==> config.mk <==
export PLATFORM = sky130hd
export DESIGN_NAME = tx_unit
export DESIGN_NICKNAME = d
export VERILOG_FILES = /design/src/rtl/tx_unit.sv
export SDC_FILE = /design/constraint.sdc
export NUM_CORES = 1
export LEC_CHECK = 0
export CAP_MARGIN = 20
export CORE_MARGIN = 5
export CORE_UTILIZATION = 46
export CTS_CLUSTER_SIZE = 12
export DETAILED_ROUTE_END_ITERATION = 6
export PLACE_DENSITY = 0.67
export SLEW_MARGIN = 20
export SYNTH_ARGS = -nofsm -noshare
export SYNTH_HDL_FRONTEND = slang
export SYNTH_SLANG_ARGS = --single-unit
==> constraint.sdc <==
create_clock -name clock -period 4.1 [get_ports clock]
set_clock_uncertainty 0.05 [all_clocks]
set_input_delay 0.615 -clock clock [delete_from_list [all_inputs] [get_ports clock]]
set_output_delay 0.615 -clock clock [all_outputs]
set_load 0.01 [all_outputs]
==> src/rtl/tx_unit.sv <==
// UART transmitter: start, 8 data bits LSB first, parity slot, stop.
// Runtime-selectable baud (2400..19200) from an internal tick generator.
module tx_unit #(
  parameter int CLK_HZ = 50_000_000
) (
  input  logic       clock,
  input  logic       reset_n,
  input  logic       send,
  input  logic [1:0] parity_type,
  input  logic [1:0] baud_rate,
  input  logic [7:0] data_in,
  output logic       data_tx,
  output logic       active_flag,
  output logic       done_flag
);

  localparam int DIV0 = (CLK_HZ + 1200) / 2400;
  localparam int DIV1 = (CLK_HZ + 2400) / 4800;
  localparam int DIV2 = (CLK_HZ + 4800) / 9600;
  localparam int DIV3 = (CLK_HZ + 9600) / 19200;
  localparam int CW   = $clog2(DIV0);

  // Terminal counts (N-1) so the widest divisor always fits in CW bits.
  localparam logic [CW-1:0] TOP0 = CW'(DIV0 - 1);
  localparam logic [CW-1:0] TOP1 = CW'(DIV1 - 1);
  localparam logic [CW-1:0] TOP2 = CW'(DIV2 - 1);
  localparam logic [CW-1:0] TOP3 = CW'(DIV3 - 1);

  localparam logic [2:0] IDLE   = 3'd0;
  localparam logic [2:0] START  = 3'd1;
  localparam logic [2:0] DATA   = 3'd2;
  localparam logic [2:0] PARITY = 3'd3;
  localparam logic [2:0] STOP   = 3'd4;

  logic [2:0]    state, state_n;
  logic [2:0]    idx, idx_n;
  logic [7:0]    shreg, shreg_n;
  logic          par_bit, par_n;
  logic [1:0]    baud_lat, baud_sel;
  logic [CW-1:0] cnt, top;
  logic          tick, line_n, start_frame;

  // Divisor tracks the live input only while idle.
  assign baud_sel = (state == IDLE) ? baud_rate : baud_lat;

  always_comb begin
    case (baud_sel)
      2'd0:    top = TOP0;
      2'd1:    top = TOP1;
      2'd2:    top = TOP2;
      default: top = TOP3;
    endcase
  end

  // >= so a counter stranded above a newly shortened divisor wraps at once.
  assign tick        = (cnt >= top);
  assign start_frame = tick && (state == IDLE) && send;

  always_comb begin
    state_n = state;
    idx_n   = idx;
    shreg_n = shreg;
    par_n   = par_bit;
    if (tick) begin
      case (state)
        IDLE: if (send) begin
          state_n = START;
          shreg_n = data_in;
          case (parity_type)
            2'b01:   par_n = ~^data_in;
            2'b10:   par_n = ^data_in;
            default: par_n = 1'b1;
          endcase
        end
        START: begin
          state_n = DATA;
          idx_n   = 3'd0;
        end
        DATA: begin
          if (idx == 3'd7) state_n = PARITY;
          else             idx_n   = idx + 3'd1;
        end
        PARITY:  state_n = STOP;
        default: state_n = IDLE;
      endcase
    end
  end

  always_comb begin
    case (state_n)
      START:   line_n = 1'b0;
      DATA:    line_n = shreg_n[idx_n];
      PARITY:  line_n = par_n;
      default: line_n = 1'b1;
    endcase
  end

  always_ff @(posedge clock or negedge reset_n) begin
    if (!reset_n) begin
      cnt         <= '0;
      state       <= IDLE;
      idx         <= 3'd0;
      shreg       <= 8'd0;
      par_bit     <= 1'b0;
      baud_lat    <= 2'd0;
      data_tx     <= 1'b1;
      active_flag <= 1'b0;
      done_flag   <= 1'b0;
    end else begin
      cnt         <= tick ? '0 : cnt + 1'b1;
      state       <= state_n;
      idx         <= idx_n;
      shreg       <= shreg_n;
      par_bit     <= par_n;
      data_tx     <= line_n;
      active_flag <= (state_n != IDLE);
      if (start_frame) baud_lat <= baud_rate;
      if (start_frame)                      done_flag <= 1'b0;
      else if (tick && (state == STOP))     done_flag <= 1'b1;
    end
  end

endmodule

==> results of run 1 <==
==> how the worst max path moves through the flow <==
| stage | from | cells after the start | end | slack (ps) |
|---|---|---|---|---|
| after floorplan | state[1]$_DFF_PN0_ | 16 | data_tx$_DFF_PN1_ | 360 |
| after global placement | baud_rate[0] | 14 | data_tx$_DFF_PN1_ | 210 |
| after detailed placement | baud_rate[0] | 14 | data_tx$_DFF_PN1_ | 160 |
| after CTS | state[0]$_DFF_PN0_ | 14 | data_tx$_DFF_PN1_ | 340 |
| after global routing | state[0]$_DFF_PN0_ | 15 | data_tx$_DFF_PN1_ | 140 |
| final | state[0]$_DFF_PN0_ | 14 | data_tx$_DFF_PN1_ | 380 |
==> final cells by class <==
class / instances / area [um2] / area share, %
timing repair buffer: 24 / 223 / 8.23
clock buffer: 5 / 68.8 / 2.54
multi-input combinational: 173 / 1340 / 49.6
clock inverter: 3 / 43.8 / 1.62
sequential: 35 / 877 / 32.4
tap: 67 / 83.8 / 3.10
inverter: 18 / 67.6 / 2.50
==> flip-flops by register name, indices dropped and copies added (netlist names) <==
name / cells
cnt: 15
shreg: 8
idx: 3
state: 3
baud_lat: 2
active_flag: 1
data_tx: 1
done_flag: 1
par_bit: 1
==> power breakdown <==
group | switching, mW | internal (mW)
clock | 0.133 | 0.181
combinational | 0.632 | 0.513
sequential | 0.117 | 0.494
==> logic make-up (layout without fill, tap and decap cells) <==
logic type               count (synthesis)  in the layout  share of synthesized area (%)
XOR/XNOR                                20             20                           7.52
AND/OR/NAND/NOR                         75             75                           16.9
AO/OA/AOI/OAI                           38             38                           13.1
buffers and inverters                   24             50                           4.62
multiplexers                            16             16                           7.36
adder cells (fa/ha/maj)                 24             24                           12.9
flip-flops                              35             35                           37.7
==> per-layer routing <==
layer  vias up  routed length (um)  GRT usage [%]  share of wire, %
met3        12                 196           3.33               4.2
li1        856                   -              -                 -
met4         0                 112           9.12               2.4
met2        34                1930           23.2                42
met5         -                   0              0                 0
met1       800                2410           22.7                52
==> cells in the mapped netlist (6+ instances only) <==
cell type,number
dfrtp_1,34
nor2_1,25
ha_1,24
inv_1,18
nand3_1,13
nand2_1,12
xnor2_1,12
mux2_2,9
a21oi_1,8
xor2_1,8
mux2i_1,7
and3_1,6
==> stage by stage <==
stage / util [%] / instances / setup slack (ps) / cell area [um2]
after global placement: 53.9 / 317 / 212 / 2590
after global routing: 56.2 / 325 / 142 / 2710
after floorplan: - / 232 / 359 / 2330
after detailed placement: 53.9 / 317 / 164 / 2590
final: 56.2 / 325 / 377 / 2710
after CTS: 56.2 / 325 / 338 / 2710
==> worst min-delay path, cell delays in order (launching register included) <==
cell,delay (ps)
dfrtp_1,330
mux2i_1,80
inv_1,60
==> flow_summary.ini, run 1 <==
[run_status]
outcome = completed

[drt]
routed_wirelength_um = 4650
first_iter_violations = 65
ant_nets = 0
wl_per_cell_um = 14.3
drc_errors = 0
viasPerCell = 5.24
vias = 1702
drt_pass1_iterations = 4

[clock_tree]
numCtsBuffers = 5
cts-root-buf = clkbuf_8
htree_num_levels = 2
insertion_delay_ps = 300
hold_buffers = 0
cts.sinks = 35
ctsResizeCount = 0
cts_tree = built
post_cts_buffers = 0
cts.path.max_buffers = 2
path_clk_slew_ps = 80

[placed_design]
gp_congestion = 0.794
hpwlAfterDp_um = 3430
port_buffers = 17

[power]
leakagePower_nw = 1.31
max-vdd-ir-drop_v = 0.000347
power_mw = 2.07
cellPowerDensity_mw_per_mm2 = 764

[cells_and_area]
n_antenna_cell = 0
layout.nets = 296
area_delta_synth_final_pct = 16.3
drive_gt1_share_pct = 14.3
layout_commonest_cell = dfrtp_1
layout.cells.most_common_list = dfrtp_1, nor2_1, ha_1, inv_1, clkdlybuf4s50_1
num-fill-cells = 442

[critical_path]
rrSetupSlack_ps = 380
worst_path_most_repeated_cell = mux2_2
slowest_stage = o311a_1
max_stage_delay_ps = 420
critical_path_required_ps = 4280
crit_buf_inv = 2
worstPathCellList = nor3_2, buf_4, mux2_2, ha_1, inv_1, ha_1, nand4_1, o311a_1, o21a_4, nor2_8, mux2_2, mux2i_1, mux2_2, o211ai_2
worst_r2r_endpoint = data_tx$_DFF_PN1_
crit_type = reg2reg
crit_path_end_kind = flip-flop
cp.arrival_ps = 3900
crit_path_start_kind = flip-flop
critPathMaxFanout = 15
worstReg2RegStart = state[0]$_DFF_PN0_
path_delay_family = multiplexers
r2r_cells = 14

[timing]
rsz0062_at_grt = false
post-route-min-period_ps = 3720
finalSetupTns_ps = 0
hold_viol = 0
hold-worst-slack_ps = 443
setup_viol = 0
tightest_slew_ps = 451
drv_slew = 0
fmax_mhz = 269
slew-limit-headroom_pct = 69.9
period_share_pct = 90.8

[die]
start_util_pct = 48.3
die_width_um = 81.1
io_pins = 18
core_mm2 = 0.00482
dieArea_mm2 = 0.00658
rows = 25
fp.dieH_um = 81.1

[global_route]
track_usage_pct = 16.2
grt_start_max_net_pins = 36
grt_antenna_before_repair = 0
grt-ovfl-total = 0
grt_pass1_vias = 1722
grt_pass1_wl_um = 8040

[worst_hold_path]
hold_path_startpoint = shreg[0]$_DFF_PN0_
min_to = shreg[0]$_DFF_PN0_
hold_path.class = reg2reg
min_path_cells = 2

[yosys]
async_flop_share_pct = 100
synth_seq_cells = 35
netlist.area_leader.share_pct = 36.5
ys_types = 46
syn_inst = 232
synth-edff-count = 0
synth-seq-area-share_pct = 37.7
synth_area_per_cell_um2 = 10.0
synth.cell_area_mm2 = 0.00233
syn-num-nets = 271
yosysWarnings = 0
ys_dominant_reg_cell = dfrtp_1
synthTopCellsByArea = dfrtp_1, ha_1, xnor2_1
yosys.area.top_type = dfrtp_1

[job]
cap_violations = 0
No activity file was read; power rests on OpenSTA's default activity.
==> inputs of run 2 (changes only) <==
--- a/config.mk
+++ b/config.mk
@@ -12,5 +12,5 @@
 export DETAILED_ROUTE_END_ITERATION = 6
 export PLACE_DENSITY = 0.67
-export SLEW_MARGIN = 20
+export SLEW_MARGIN = 30
 export SYNTH_ARGS = -nofsm -noshare
 export SYNTH_HDL_FRONTEND = slang
==> constraint.sdc (replaced) <==
create_clock -name clock -period 4.1 [get_ports clock]
set_clock_uncertainty 0.05 [all_clocks]
set_input_delay 1.23 -clock clock [delete_from_list [all_inputs] [get_ports clock]]
set_output_delay 1.23 -clock clock [all_outputs]
set_load 0.01 [all_outputs]
==> flow_summary.ini, run 2 (synthesis results as in run 1) <==
[timing]
hold-worst-slack_ps = 449
fmax_mhz = 264
layout_setup_ws_ps = 310
drv_slew = 0
slew-limit-headroom_pct = 69.8
setup_viol = 0
tightest_slew_ps = 452
rsz0062_at_grt = false
period_share_pct = 92.4
hold_viol = 0
post-route-min-period_ps = 3790

[clock_tree]
numCtsBuffers = 5
insertion_delay_ps = 300
htree_num_levels = 2
hold_buffers = 0
path_clk_slew_ps = 80
cts-root-buf = clkbuf_8
cts.path.max_buffers = 2
cts_tree = built
cts.sinks = 35

[die]
core_mm2 = 0.00482
rows = 25
io_pins = 18
fp.dieH_um = 81.1
start_util_pct = 48.3
die_width_um = 81.1
dieArea_mm2 = 0.00658

[critical_path]
rrSetupSlack_ps = 550
critPathMaxFanout = 7
r2r_cells = 15
worst_r2r_endpoint = data_tx$_DFF_PN1_
crit_path_start_kind = input pin
crit_start = baud_rate[0]
crit_type = in2reg
cp.arrival_ps = 3960
crit_path_end_kind = flip-flop
critical_path_required_ps = 4270
worstReg2RegStart = state[0]$_DFF_PN0_

[cells_and_area]
layout.nets = 316
area_delta_synth_final_pct = 26.0
largest_reg_flops = 15
n_antenna_cell = 0
layout_commonest_cell = dfrtp_1
instances_no_fill = 345
top_register = cnt
reg.largest.list = cnt: 15 flops, shreg: 8 flops
layout.cells.most_common_list = dfrtp_1, buf_4, nor2_1, ha_1, inv_1
num-fill-cells = 423
drive_gt1_share_pct = 23.0

[drt]
first_iter_violations = 91
routed_wirelength_um = 4990
drc_errors = 0
drt_pass1_iterations = 4
ant_nets = 0
viasPerCell = 5.25
wl_per_cell_um = 14.5
vias = 1812

[global_route]
grt-ovfl-total = 0
grt_antenna_before_repair = 0
grt_pass1_wl_um = 8670
grt_pass1_vias = 1820
track_usage_pct = 17.2
grt_start_max_net_pins = 36

[placed_design]
dp_slack_ps = -374
port_buffers = 17
hpwlAfterDp_um = 3550
dp.cells = 333
gp_congestion = 0.794

[power]
pwr-share-clk_pct = 14.2
cellPowerDensity_mw_per_mm2 = 793
power_frac_comb_pct = 59.3
leakagePower_nw = 1.45
max-vdd-ir-drop_v = 0.000484
switching_power_mw = 0.963
power_mw = 2.33
swShare_pct = 41.4
p_seq_share_pct = 26.4
intPower_mw = 1.36

[worst_hold_path]
min_path_cells = 2
min_to = shreg[2]$_DFF_PN0_
hold_path_startpoint = shreg[2]$_DFF_PN0_
hold_path.class = reg2reg

[job]
cap_violations = 0

[run_status]
outcome = completed
-- run 2: changes by cell type in the layout (fill, tap and decap cells not counted), moves of 3 or more --
cell	change
mux2_2	-5
o21ai_0	-3
buf_4	+19
o21ai_1	+3
mux2_4	+5
-- run 2: power by group through the flow --
stage / Combinational, mW / Clock (mW) / Sequential [mW]
after floorplan: 0.875 / 0 / 0.596
after global placement: 1.22 / 0 / 0.618
after detailed placement: 1.26 / 0 / 0.618
after CTS: 1.32 / 0.341 / 0.614
after global routing: 1.54 / 0.355 / 0.636
final: 1.38 / 0.331 / 0.615
-- run 2: critical path, cell delays in order --
cell	delay, ps
dlymetal6s2s_1	140
mux2i_1	190
inv_1	90
ha_1	280
inv_1	40
ha_1	290
nand4_1	90
o311a_1	410
o21a_4	270
nor2_8	190
mux2_4	320
mux2i_1	160
mux2_4	180
o211ai_2	70
-- run 2: worst max path at each step --
stage	to	slack, ps
finish	data_tx$_DFF_PN1_	310
global route	data_tx$_DFF_PN1_	130
CTS	active_flag$_DFF_PN0_	8
detailed placement	data_tx$_DFF_PN1_	-370
global placement	data_tx$_DFF_PN1_	-270
floorplan	data_tx$_DFF_PN1_	120
-- run 2: area by class of cell --
type / instances / area, um2 / area share (%)
well taps: 67 / 83.8 / 2.86
repair buffers: 44 / 382 / 13.0
flip-flops and latches: 35 / 877 / 29.9
clock buffers: 6 / 82.6 / 2.81
clock inverters: 2 / 35.0 / 1.19
multi-input cells: 173 / 1410 / 47.9
inverters: 18 / 67.6 / 2.30
-- run 2: per-layer routing --
layer	part of all wire (%)	GRT usage, %	vias up
met5	0	0	-
met4	2.0	7.60	0
met3	3.2	3.22	8
met2	44	25.6	25
met1	51	24.3	877
li1	-	-	902
-- run 2: timing repair --
item | CTS | global route
resized for setup | 8 | 15
pin swaps | 6 | 4
setup endpoints to repair | 1 | 3
buffers inserted | 3 | 1
-- run 2: per-stage QoR --
stage / util (%) / area, um2 / TNS (ps)
final: 60.9 / 2930 / 0
after CTS: 59.8 / 2880 / 0
after floorplan: - / 2330 / 0
after detailed placement: 56.4 / 2720 / -1100
after global placement: 56.4 / 2720 / -605
after global routing: 60.9 / 2930 / 0
==> inputs of run 3 (changes only) <==
Settings changed: CTS_CLUSTER_SIZE 12 to 25.
Clock period 4.1 ns to 3.77 ns, I/O delays scaled along.
==> flow_summary.ini, run 3 (synthesis results as in run 1) <==
[clock_tree]
cts-root-buf = clkbuf_8
htree_num_levels = 2
cts.path.max_buffers = 2
path_clk_slew_ps = 80
cts.sinks = 35
insertion_delay_ps = 280
cts_tree = built
numCtsBuffers = 5

[timing]
rsz0062_at_grt = false
fmax_mhz = 272
slew-limit-headroom_pct = 46.7
period_share_pct = 97.4
tightest_slew_ps = 799
drv_slew = 0
setup_viol = 0
post-route-min-period_ps = 3670
hold_viol = 0

[job]
cap_violations = 0

[cells_and_area]
final-seq-area_um2 = 877
num-fill-cells = 422
layout.cells.most_common_list = dfrtp_1, nor2_1, buf_4, ha_1, inv_1
multi_input_area_mm2 = 0.00147
layout_commonest_cell = dfrtp_1
n_antenna_cell = 0
largest_reg_flops = 15
final_util_pct = 61.9
layout.nets = 315
reg.largest.list = cnt: 15 flops, shreg: 8 flops
area_delta_synth_final_pct = 28.0
top_register = cnt
drive_gt1_share_pct = 25.3

[drt]
drt_pass1_iterations = 4
wl_per_cell_um = 14.5
ant_nets = 0
routed_wirelength_um = 4980
viasPerCell = 5.28
vias = 1815
drc_errors = 0
first_iter_violations = 106

[worst_hold_path]
hold_path.class = reg2reg
min_path_cells = 1
hold_path_startpoint = shreg[4]$_DFF_PN0_

[critical_path]
crit_start = baud_rate[1]
r2r_cells = 14
critical_path_required_ps = 3930
crit_path_start_kind = input pin
critPathMaxFanout = 6
crit_path_end_kind = flip-flop
worstReg2RegStart = state[0]$_DFF_PN0_
cp.arrival_ps = 3830
crit_type = in2reg
rrSetupSlack_ps = 210

[power]
switching_power_mw = 1.08
swShare_pct = 40.3
power_frac_comb_pct = 59.9
leakagePower_nw = 1.43
max-vdd-ir-drop_v = 0.000463
pwr-share-clk_pct = 15.0
cellPowerDensity_mw_per_mm2 = 899
intPower_mw = 1.60
p_seq_share_pct = 25.1
power_mw = 2.68

[global_route]
grt_start_max_net_pins = 36
grt_antenna_before_repair = 0
grt-ovfl-total = 0
track_usage_pct = 16.7
grt_pass1_vias = 1789
grt_pass1_wl_um = 8500

[run_status]
outcome = completed

[die]
dieArea_mm2 = 0.00658
fp.dieH_um = 81.1
rows = 25
start_util_pct = 48.3
io_pins = 18
die_width_um = 81.1
core_mm2 = 0.00482

[placed_design]
port_buffers = 17
hpwlAfterDp_um = 3610
gp_congestion = 0.783
[run 3: changes by cell type in the layout (fill, tap and decap cells not counted), sizes merged]
cell | before | now
dlymetal6s2s | 2 | 0
clkbuf | 6 | 8
buf | 27 | 26
o21a | 1 | 2
clkdlybuf4s50 | 15 | 14
bufinv | 1 | 2
clkinv | 1 | 0
[run 3: worst max-delay path: stages]
cell and delay [ps]:
clkbuf_2 100, mux2_4 290, ha_4 270, inv_1 50
ha_4 260, nand4_1 100, o311a_4 430, o21a_4 260
nor2_8 190, mux2_4 320, mux2i_1 170, mux2_4 180
o211ai_2 70
[run 3: final timing paths]
check | to
max | data_tx$_DFF_PN1_
max reg2reg | data_tx$_DFF_PN1_
min reg2reg | shreg[4]$_DFF_PN0_
max in group asynchronous | par_bit$_DFF_PN0_
min | shreg[4]$_DFF_PN0_
min in group asynchronous | cnt[1]$_DFF_PN0_
[run 3: what timing repair did]
item	in CTS	in global routing
cloned	1	0
hold buffers	0	0
resized for setup	10	17
setup buffers	1	1
pin swaps	5	6
endpoints found under the setup margin	5	2
[run 3: layout make-up]
cell class,count,share of cell area [%]
multi-input cells,174,49.1
flip-flops and latches,35,29.4
repair buffers,42,11.9
well taps,67,2.81
clock buffers,6,2.43
inverters,18,2.27
clock inverters,2,2.01
[run 3: per-stage QoR]
step / setup slack (ps) / instance area, um2 / std cells / setup TNS [ps] / hold WS [ps]
2_1_floorplan: 12.9 / 2340 / 232 / 0 / 397
3_3_place_gp: -492 / 2740 / 333 / -3510 / 428
3_5_place_dp: -592 / 2740 / 333 / -4890 / 430
4_1_cts: 24.9 / 2910 / 343 / 0 / 446
5_1_grt: 43.3 / 2980 / 344 / 0 / 459
6_report: 98.5 / 2980 / 344 / 0 / 443
[run 3: power by group through the flow]
stage	Sequential, mW	Clock (mW)	Combinational [mW]
6_report	0.673	0.401	1.60
5_1_grt	0.693	0.426	1.78
4_1_cts	0.669	0.408	1.50
3_5_place_dp	0.672	0	1.42
3_3_place_gp	0.671	0	1.38
2_1_floorplan	0.650	0	0.967
[run 3: per-layer routing]
layer,wire [um],share of wire [%],global-route usage (%),vias to the layer above
met2,2310,46,27.4,27
met4,55,1.1,4.05,0
li1,-,-,-,909
met1,2410,48,22.4,872
met5,0,0,0,-
met3,200,4.0,3.44,7
